## config.mk

```make
export PLATFORM = sky130hd
export DESIGN_NAME = press_game_ctrl_flat
export DESIGN_NICKNAME = d
export VERILOG_FILES = /design/src/rtl/press_game_ctrl_if.sv /design/src/rtl/press_game_ctrl.sv /design/src/flat_wrapper.sv
export SDC_FILE = /design/constraint.sdc
export NUM_CORES = 1
export LEC_CHECK = 0
export CORE_MARGIN = 1.5
export CORE_UTILIZATION = 35
export DETAILED_ROUTE_END_ITERATION = 10
export PLACE_DENSITY = 0.6
export SLEW_MARGIN = 20
export SYNTH_ARGS = -nofsm -noshare
export SYNTH_HDL_FRONTEND = slang
export SYNTH_SLANG_ARGS = --single-unit
```

## constraint.sdc

```tcl
create_clock -name CLOCK_50 -period 2.77 [get_ports CLOCK_50]
set_clock_uncertainty 0.1 [all_clocks]
set_input_delay 0.831 -clock CLOCK_50 [delete_from_list [all_inputs] [get_ports CLOCK_50]]
set_output_delay 0.831 -clock CLOCK_50 [all_outputs]
set_load 0.02 [all_outputs]
```

## src/rtl/press_game_ctrl_if.sv

```systemverilog
// Draw-engine job handshake between the game controller and the draw engine.
//   draw_req   : job valid, held until draw_ack
//   draw_item  : 0 = garbage sprite, 1 = press sprite
//   draw_erase : 1 = erase job, 0 = draw job
//   draw_pos   : job position
//   draw_ack   : one-cycle pulse from the draw engine when the job completes
// master = controller side, slave = draw-engine side.
interface press_game_ctrl_if #(
    parameter int POS_W = 3
);
    logic             draw_req;
    logic             draw_item;
    logic             draw_erase;
    logic [POS_W-1:0] draw_pos;
    logic             draw_ack;

    modport master (output draw_req, output draw_item, output draw_erase,
                    output draw_pos, input draw_ack);
    modport slave  (input draw_req, input draw_item, input draw_erase,
                    input draw_pos, output draw_ack);
endinterface

```

## src/rtl/press_game_ctrl.sv

```systemverilog
// Game controller for the press/garbage game.
// Sweeps a press across NUM_POS positions on each tick, spawns garbage from
// the RNG, scores hits/misses on the (active-low) hit button, and sequences
// erase/draw jobs to the draw engine.
// Ports:
//   CLOCK_50   in   system clock, everything on posedge
//   reset_n    in   asynchronous active-low reset
//   tick       in   one-cycle pulse, advances the press
//   hit_n      in   hit button, active-low, already synchronised
//   rng        in   free-running random byte
//   draw       if   job handshake to the draw engine (master side)
//   press_pos  out  current press position
//   garb_valid out  garbage present
//   garb_pos   out  garbage position
//   score      out  saturating score
//   hit_pulse  out  one-cycle pulse on a scored hit
//   miss_pulse out  one-cycle pulse on a missed press
module press_game_ctrl #(
    parameter int NUM_POS      = 4,
    parameter int POS_W        = 3,
    parameter int SCORE_W      = 8,
    parameter int SWEEP_BOUNCE = 1,
    parameter int MISS_PENALTY = 0
) (
    input  logic                   CLOCK_50,
    input  logic                   reset_n,
    input  logic                   tick,
    input  logic                   hit_n,
    input  logic [7:0]             rng,
    press_game_ctrl_if.master      draw,
    output logic [POS_W-1:0]       press_pos,
    output logic                   garb_valid,
    output logic [POS_W-1:0]       garb_pos,
    output logic [SCORE_W-1:0]     score,
    output logic                   hit_pulse,
    output logic                   miss_pulse
);

    localparam logic [POS_W-1:0]   LAST_POS = POS_W'(NUM_POS - 1);
    localparam logic [POS_W-1:0]   POS_ONE  = POS_W'(1);
    localparam logic [SCORE_W-1:0] SC_ONE   = SCORE_W'(1);

    typedef enum logic [1:0] {S_IDLE, S_ISSUE, S_WAIT_ACK, S_PRESS_DRAW} state_t;
    // Which job is in flight, so the ack knows what comes next.
    typedef enum logic [1:0] {J_GERASE, J_GDRAW, J_PERASE, J_PDRAW} job_t;

    state_t           state;
    job_t             job;
    logic             dir_up;
    logic             hit_n_q;
    logic             pend_press;
    logic             pend_gerase;
    logic             pend_gdraw;
    logic             drawn_valid;
    logic [POS_W-1:0] drawn_pos;
    logic [POS_W-1:0] erase_pos;

    logic press_evt;
    logic hit;
    logic spawn;

    function automatic logic [SCORE_W-1:0] sat_inc(input logic [SCORE_W-1:0] v);
        return (&v) ? v : v + SC_ONE;
    endfunction

    function automatic logic [SCORE_W-1:0] sat_dec(input logic [SCORE_W-1:0] v);
        return (v == '0) ? v : v - SC_ONE;
    endfunction

    // All decisions use start-of-cycle values, so a tick in the same cycle
    // as a press is judged against the pre-tick press position.
    assign press_evt = hit_n_q & ~hit_n;
    assign hit       = press_evt & garb_valid & (garb_pos == press_pos);
    // hit implies garb_valid, so a hit and a tick together never spawn.
    assign spawn     = tick & ~garb_valid & ~pend_gerase;

    always_ff @(posedge CLOCK_50 or negedge reset_n) begin
        if (!reset_n) begin
            state           <= S_IDLE;
            job             <= J_PDRAW;
            dir_up          <= 1'b1;
            hit_n_q         <= 1'b1;
            pend_press      <= 1'b1;
            pend_gerase     <= 1'b0;
            pend_gdraw      <= 1'b0;
            drawn_valid     <= 1'b0;
            drawn_pos       <= '0;
            erase_pos       <= '0;
            press_pos       <= '0;
            garb_valid      <= 1'b0;
            garb_pos        <= '0;
            score           <= '0;
            hit_pulse       <= 1'b0;
            miss_pulse      <= 1'b0;
            draw.draw_req   <= 1'b0;
            draw.draw_item  <= 1'b0;
            draw.draw_erase <= 1'b0;
            draw.draw_pos   <= '0;
        end else begin
            hit_pulse  <= 1'b0;
            miss_pulse <= 1'b0;
            hit_n_q    <= hit_n;

            // Draw sequencer. Job fields are loaded on entry to ISSUE and
            // stay untouched until the ack, so they are stable under draw_req.
            case (state)
                S_IDLE: begin
                    if (pend_gerase) begin
                        job             <= J_GERASE;
                        draw.draw_item  <= 1'b0;
                        draw.draw_erase <= 1'b1;
                        draw.draw_pos   <= erase_pos;
                        pend_gerase     <= 1'b0;
                        state           <= S_ISSUE;
                    end else if (pend_gdraw) begin
                        job             <= J_GDRAW;
                        draw.draw_item  <= 1'b0;
                        draw.draw_erase <= 1'b0;
                        draw.draw_pos   <= garb_pos;
                        pend_gdraw      <= 1'b0;
                        state           <= S_ISSUE;
                    end else if (pend_press) begin
                        draw.draw_item <= 1'b1;
                        if (drawn_valid) begin
                            job             <= J_PERASE;
                            draw.draw_erase <= 1'b1;
                            draw.draw_pos   <= drawn_pos;
                        end else begin
                            job             <= J_PDRAW;
                            draw.draw_erase <= 1'b0;
                            draw.draw_pos   <= press_pos;
                            pend_press      <= 1'b0;
                        end
                        state <= S_ISSUE;
                    end
                end
                S_ISSUE: begin
                    draw.draw_req <= 1'b1;
                    state         <= S_WAIT_ACK;
                end
                S_WAIT_ACK: begin
                    if (draw.draw_ack) begin
                        draw.draw_req <= 1'b0;
                        if (job == J_PERASE) begin
                            state <= S_PRESS_DRAW;
                        end else begin
                            state <= S_IDLE;
                            if (job == J_PDRAW) begin
                                drawn_pos   <= draw.draw_pos;
                                drawn_valid <= 1'b1;
                            end
                        end
                    end
                end
                S_PRESS_DRAW: begin
                    // Latest press position wins; ticks during the erase merge here.
                    job             <= J_PDRAW;
                    draw.draw_item  <= 1'b1;
                    draw.draw_erase <= 1'b0;
                    draw.draw_pos   <= press_pos;
                    pend_press      <= 1'b0;
                    state           <= S_ISSUE;
                end
                default: state <= S_IDLE;
            endcase

            // Game rules come after the sequencer so a new request raised in
            // the same cycle as a clear is not lost.
            if (tick) begin
                pend_press <= 1'b1;
                if (NUM_POS > 1) begin
                    if (SWEEP_BOUNCE != 0) begin
                        if (dir_up) begin
                            if (press_pos == LAST_POS) begin
                                press_pos <= press_pos - POS_ONE;
                                dir_up    <= 1'b0;
                            end else begin
                                press_pos <= press_pos + POS_ONE;
                            end
                        end else if (press_pos == '0) begin
                            press_pos <= press_pos + POS_ONE;
                            dir_up    <= 1'b1;
                        end else begin
                            press_pos <= press_pos - POS_ONE;
                        end
                    end else begin
                        press_pos <= (press_pos == LAST_POS) ? '0 : press_pos + POS_ONE;
                    end
                end
            end

            if (press_evt) begin
                if (hit) begin
                    garb_valid  <= 1'b0;
                    score       <= sat_inc(score);
                    hit_pulse   <= 1'b1;
                    pend_gerase <= 1'b1;
                    erase_pos   <= garb_pos;
                    // A garbage draw not yet issued is dropped.
                    pend_gdraw  <= 1'b0;
                end else begin
                    miss_pulse <= 1'b1;
                    if (MISS_PENALTY != 0) begin
                        score <= sat_dec(score);
                    end
                end
            end

            if (spawn) begin
                garb_pos   <= POS_W'(32'(rng) % NUM_POS);
                garb_valid <= 1'b1;
                pend_gdraw <= 1'b1;
            end
        end
    end

endmodule
```

## src/flat_wrapper.sv

```systemverilog
// flat-port wrapper written by rule: the top's interface ports become plain ports
module press_game_ctrl_flat 
#(
    parameter int NUM_POS      = 4,
    parameter int POS_W        = 3,
    parameter int SCORE_W      = 8,
    parameter int SWEEP_BOUNCE = 1,
    parameter int MISS_PENALTY = 0
)
  (CLOCK_50, reset_n, tick, hit_n, rng, press_pos, garb_valid, garb_pos, score, hit_pulse, miss_pulse, draw_draw_req, draw_draw_item, draw_draw_erase, draw_draw_pos, draw_draw_ack);
  press_game_ctrl_if #(.POS_W(POS_W)) draw_i ();
  input  logic CLOCK_50;
  input  logic reset_n;
  input  logic tick;
  input  logic hit_n;
  input  logic [7:0] rng;
  output logic [POS_W-1:0] press_pos;
  output logic garb_valid;
  output logic [POS_W-1:0] garb_pos;
  output logic [SCORE_W-1:0] score;
  output logic hit_pulse;
  output logic miss_pulse;
  output wire logic [$bits(draw_i.draw_req)-1:0] draw_draw_req;
  output wire logic [$bits(draw_i.draw_item)-1:0] draw_draw_item;
  output wire logic [$bits(draw_i.draw_erase)-1:0] draw_draw_erase;
  output wire logic [$bits(draw_i.draw_pos)-1:0] draw_draw_pos;
  input wire logic [$bits(draw_i.draw_ack)-1:0] draw_draw_ack;
  assign draw_draw_req = draw_i.draw_req;
  assign draw_draw_item = draw_i.draw_item;
  assign draw_draw_erase = draw_i.draw_erase;
  assign draw_draw_pos = draw_i.draw_pos;
  assign draw_i.draw_ack = draw_draw_ack;
  press_game_ctrl #(.NUM_POS(NUM_POS), .POS_W(POS_W), .SCORE_W(SCORE_W), .SWEEP_BOUNCE(SWEEP_BOUNCE), .MISS_PENALTY(MISS_PENALTY)) u_core (.CLOCK_50(CLOCK_50), .reset_n(reset_n), .tick(tick), .hit_n(hit_n), .rng(rng), .draw(draw_i), .press_pos(press_pos), .garb_valid(garb_valid), .garb_pos(garb_pos), .score(score), .hit_pulse(hit_pulse), .miss_pulse(miss_pulse));
endmodule
```

==> flow_summary.toml, run 1 <==
[critical_path]
worst_ep_required_time_ps = 2850
worstPathMaxFanout = 7
worst_setup_path_start_kind = "input port"
setup.worst_path.end_class = "flip-flop"
worst-endpoint-arrival_ps = 2590
timing.critical_path.slowest_cell_delay_ps = 600
cp_slowest_cell = "sky130_fd_sc_hd__or4_4"
cp_cell_sequence = "clkdlybuf4s50_1 > nand2b_1 > or4_4 > nor3_1 > mux2_2"
path_class = "input port to flip-flop"

[grt]
grt_util_all_layers = 0.148
maximum_number_of_pins_on_one_net_before_global_route_repair = 38
grt_pass1_vias = 1289
grt_first_pass_wirelength_mm = 6.13
grt_antenna_before_repair = 0
globalRoute.totalOverflow = 0

[finish]
drive_above_1_share = 0.165
mostFrequentLayoutCells = "32 x sky130_fd_sc_hd__dfrtp_1, 28 x sky130_fd_sc_hd__clkdlybuf4s50_1, 20 x sky130_fd_sc_hd__nor2_1"
insertedDiodeCount = 0
syn2layout_area_growth_pct = 26.7
fin_nets = 227
final-instance-count-excl-fill = 273
final_common_cell = "sky130_fd_sc_hd__dfrtp_1"

[logic_synthesis]
synth_edf_count = 0
post_synth_num_cell_types = 37
synth_top_flop_cell = "sky130_fd_sc_hd__dfrtp_1"
synth.yosys.warnings = 0
synthesis.area_sq_um = 1800
synth_nets = 188
post_synth_inst_count = 166
postSynthAreaPerCell_sq_um = 10.8
synth_seq_cells = 37
ys_seq_area_frac = 0.518
ys_async_sr_fraction = 1.00

[clocking]
tritoncts_num_sinks = 37
worst_setup_hold_path_clk_slew_ps = 70
tritoncts_clock_tree = "built"
post-cts-setup-buffer-count = 0
ctsHtreeMaxLevel = 2
clock_latency_at_the_later_pin_of_the_worst_skew_pair_ps = 290
clockRootBuffer = "sky130_fd_sc_hd__clkbuf_8"
num_cts_buffers = 5
clk_path_buf_depth = 2
post_cts_resized = 0
hold_buffers = 0

[die]
floorplan.die_area_sq_um = 5580
design.portCount = 36
initial_core_util = 0.371
horizontal_extent_of_the_die_um = 74.7
core.rowCount = 25
chip_height_um = 74.7
standard_cell_core_area_sq_um = 4850

[placed_design]
hpwlAfterDp_mm = 2.67
routabilityCongestion = 0.816
count_of_placed_standard_cells_including_taps = 265
portBuffers = 28

[drt]
detailedRoute.firstIterationViolations = 63
via_per_inst = 4.88
avgRoutedWirePerCell_um = 13.3
detail-route-antenna-nets = 0
number_of_iterations_in_the_first_detailed_routing_pass = 4
drcViolationCount = 0
routed_wirelength_mm = 3.64
via_count = 1331

[sta]
report.final.hold_viol_count = 0
report.final.slew_viol_count = 0
timing.hold.ws_ps = 398
final_min_period_over_clock_period = 0.905
rsz0062_at_grt = "false"
layout_min_cycle_time_ps = 2510
finalSetupTns_ps = 0
setup_violation_total_in_the_final_timing_report = 0
max_freq_ghz = 0.399

[power]
leakage_nw = 1.02
ir_drop_v = 0.000508
pwr_density_cell_nw_per_um2 = 1110

[hold_path]
hold_class = "flip-flop to flip-flop"

[flow_run]
max-cap-violations = 0

[outcome]
status = "completed"
flip-flops by register name, summed over array words and instances, names as in the netlist, 2 cells and up:
name / flops
u_core.score: 8
u_core.press_pos: 3
u_core.draw.draw_pos: 3
u_core.drawn_pos: 3
u_core.job: 2
u_core.erase_pos: 2
u_core.garb_pos: 2
u_core.state: 2
synthesized netlist by cell type, drive strengths merged (3+ instances only):
cell type / count / area, sq um
a21o: 3 / 22.5
a21oi: 7 / 35.0
dfrtp: 32 / 801
dfstp: 5 / 131
ha: 9 / 113
inv: 11 / 41.3
mux2: 9 / 101
nand2: 6 / 22.5
nand2b: 5 / 31.3
nand3: 4 / 20.0
nor2: 20 / 75.1
nor3: 8 / 40.0
o21ai: 8 / 40.0
xor2: 9 / 78.8
logic make-up (layout without fill, tap and decap cells):
kind of cell	Yosys count	after routing	share of synthesized area
mux	11	11	0.0675
simple gates	55	55	0.162
compound gates	29	29	0.106
flops	37	37	0.518
fa+ha+maj	9	9	0.0626
xor+xnor	9	9	0.0438
buf+inv	15	55	0.0376
other cells	1	1	0.00209
stage by stage:
step / instance area [sq um] / worst slack (ps) / power, mW / utilization
finish: 2280 / 262 / 2.53 / 0.470
global route: 2280 / 186 / 2.75 / 0.470
CTS: 2280 / 236 / 2.56 / 0.470
detailed placement: 2200 / -74.2 / 2.18 / 0.453
global placement: 2200 / -33.6 / 2.13 / 0.453
floorplan: 1800 / 361 / 1.74 / -
critical path, delay by kind of cell:
family,cells,cell delay [ps]
buffers and inverters,1,410
multiplexers,1,350
AND/OR/NAND/NOR,3,990
power breakdown:
part	switching, mW	leakage (nW)	internal [mW]
clock network	0.188	0.0450	0.174
logic	0.607	0.534	0.567
registers	0.229	0.443	0.768
total	1.02	1.02	1.51
path summary, 6_finish.rpt:
path / cells past startpoint / from / slack (ps) / to
max: 5 / hit_n / 260 / u_core.score[6]
min: 1 / u_core.draw.draw_erase / 400 / u_core.draw.draw_erase
max reg2reg: 4 / u_core.press_pos[0] / 730 / u_core.score[6]
min reg2reg: 1 / u_core.draw.draw_erase / 400 / u_core.draw.draw_erase
max in group asynchronous: 2 / reset_n / 1370 / u_core.job[1]
min in group asynchronous: 2 / reset_n / 850 / u_core.garb_pos[0]
layer usage:
| metal | routed length, um | GRT usage | share of wire |
|---|---|---|---|
| met5 | 0 | 0 | 0 |
| met4 | 51 | 0.0545 | 0.014 |
| met3 | 162 | 0.0482 | 0.045 |
| met2 | 1750 | 0.239 | 0.48 |
| met1 | 1670 | 0.187 | 0.46 |
cell type report:
cell class / count / area [sq um]
fillers: 450 / 2570
repair buffers: 36 / 340
well taps: 67 / 83.8
flip-flops and latches: 37 / 932
clock buffers: 6 / 72.6
inverters: 11 / 41.3
multi-input cells: 114 / 798
clock inverters: 2 / 10.0
No activity file was read; power rests on OpenSTA's default activity.
==> run 2: changes to the inputs <==
Settings changed: CTS_CLUSTER_DIAMETER set to 100, SKIP_CTS_REPAIR_TIMING set to 1.
==> results of run 2 <==
Final layout, timing and power as in run 1 (identical DEF).
==> run 3: changes to the inputs <==
Settings changed: CTS_BUF_LIST set to sky130_fd_sc_hd__clkbuf_16.
==> run 3 against run 2 <==
Non-clock buffer count unchanged; die area unchanged; critical path type unchanged; first-iteration DRC count rose by 4.8%; final area is 2.5% higher; via count grew 0.38%; largest cell class unchanged; combinational power about the same; largest power group unchanged; clock power is 46% higher; critical path depth did not move; sequential share of layout area fell by 0.99 points; flip-flop and latch count did not move; critical endpoint unchanged; highest routed layer unchanged.
==> flow_summary.toml, run 3 (same netlist as run 1, synthesis figures left out) <==
[die]
chip_height_um = 74.7
standard_cell_core_area_sq_um = 4850
core.rowCount = 25
initial_core_util = 0.371
design.portCount = 36
floorplan.die_area_sq_um = 5580
horizontal_extent_of_the_die_um = 74.7

[power]
p_seq_frac = 0.369
internal_power_mw = 1.66
pwr_density_cell_nw_per_um2 = 1160
power_frac_comb = 0.434
ir_drop_v = 0.000618
clkPwrFrac = 0.196
power_switching_mw = 1.04
share_of_total_power_consumed_by_net_switching = 0.385
leakage_nw = 1.05

[finish]
final-instance-count-excl-fill = 273
final_core_util = 0.482
final_common_cell = "sky130_fd_sc_hd__dfrtp_1"
fin_nets = 227
fin_area_sq_um = 2330
mostFrequentLayoutCells = "32 x sky130_fd_sc_hd__dfrtp_1, 28 x sky130_fd_sc_hd__clkdlybuf4s50_1, 20 x sky130_fd_sc_hd__nor2_1"
drive_above_1_share = 0.165
fillCellCount = 442
insertedDiodeCount = 0
syn2layout_area_growth_pct = 29.9
number_of_flip_flops_in_the_largest_register = 8
top_register = "u_core.score"

[sta]
layout_min_cycle_time_ps = 2530
report.final.slew_viol_count = 0
report.final.hold_viol_count = 0
rsz0062_at_grt = "false"
final_min_period_over_clock_period = 0.912
max_freq_ghz = 0.396
finalSetupTns_ps = 0
setup_violation_total_in_the_final_timing_report = 0

[clocking]
clockRootBuffer = "sky130_fd_sc_hd__clkbuf_16"
worst_setup_hold_path_clk_slew_ps = 60
tritoncts_clock_tree = "built"
tritoncts_num_sinks = 37
clk_path_buf_depth = 2
ctsHtreeMaxLevel = 2
clock_latency_at_the_later_pin_of_the_worst_skew_pair_ps = 280
num_cts_buffers = 5

[placed_design]
routabilityCongestion = 0.816
placed_cell_area_sq_um = 2200
hpwlAfterDp_mm = 2.67
portBuffers = 28
count_of_placed_standard_cells_including_taps = 265

[hold_path]
worst_hold_path.num_cells = 1
hold-path-endpoint = "u_core.draw.draw_erase"
hold_start = "u_core.draw.draw_erase"
hold_class = "flip-flop to flip-flop"

[critical_path]
cp_slowest_cell = "sky130_fd_sc_hd__or4_4"
worst_setup_path_start_kind = "input port"
critical_path_cell_count = 5
regToRegSetupSlack_ps = 730
path_class = "input port to flip-flop"
cp_cell_sequence = "clkdlybuf4s50_1 > nand2b_1 > or4_4 > nor3_1 > mux2_2"
rr_startpoint = "u_core.press_pos[0]"
path_delay_family = "simple AND/OR/NAND/NOR gates"
worst_ep_required_time_ps = 2830
setup.worst_path.end_class = "flip-flop"
rr_worst_depth = 4
worst-endpoint-arrival_ps = 2590
worstPathMaxFanout = 7
worst-path-buf-inv = 1
timing.critical_path.slowest_cell_delay_ps = 600
timing.rr.end = "u_core.score[6]"

[grt]
globalRoute.totalOverflow = 0
grt_pass1_vias = 1303
grt_first_pass_wirelength_mm = 6.15
grt_antenna_before_repair = 0
maximum_number_of_pins_on_one_net_before_global_route_repair = 38
grt_util_all_layers = 0.149

[drt]
via_count = 1336
drcViolationCount = 0
via_per_inst = 4.89
detail-route-antenna-nets = 0
routed_wirelength_mm = 3.65
detailedRoute.firstIterationViolations = 66
avgRoutedWirePerCell_um = 13.4
number_of_iterations_in_the_first_detailed_routing_pass = 4

[flow_run]
max-cap-violations = 0

[outcome]
status = "completed"
run 3: stage by stage:
stage	total power [mW]	worst slack [ps]	hold slack, ps
final	2.70	244	393
after global routing	2.93	161	423
after CTS	2.74	210	391
after detailed placement	2.18	-74.2	371
after global placement	2.13	-33.6	366
after floorplan	1.74	361	372
run 3: area by class of cell:
type	instances	area (sq um)	area share
inverters	11	41.3	0.0177
flip-flops and latches	37	932	0.399
clock buffers	5	125	0.0536
multi-input cells	114	798	0.342
well taps	67	83.8	0.0359
clock inverters	3	13.8	0.00589
repair buffers	36	340	0.146
run 3: metal layers:
layer  vias up  track usage  part of all wire  wire (um)
met3         5       0.0535             0.040        145
met4         0       0.0505            0.0088         32
met2        31        0.238              0.49       1780
met1       647        0.190              0.46       1700
met5         -            0                 0          0
li1        653            -                 -          -
run 3: power groups by stage:
stage | Sequential (mW) | Combinational [mW] | Clock, mW
after global routing | 1.04 | 1.31 | 0.579
final | 0.998 | 1.17 | 0.530
after floorplan | 1.06 | 0.673 | 0
after CTS | 1.00 | 1.19 | 0.546
after global placement | 0.995 | 1.13 | 0
after detailed placement | 1.00 | 1.18 | 0
run 3: how the worst max path moves through the flow:
stage | endpoint | slack [ps] | from
CTS | u_core.score[6] | 210 | hit_n
floorplan | u_core.score[1] | 360 | hit_n
finish | u_core.score[6] | 240 | hit_n
global placement | u_core.score[7] | -30 | hit_n
global route | u_core.score[6] | 160 | hit_n
detailed placement | u_core.score[6] | -70 | hit_n
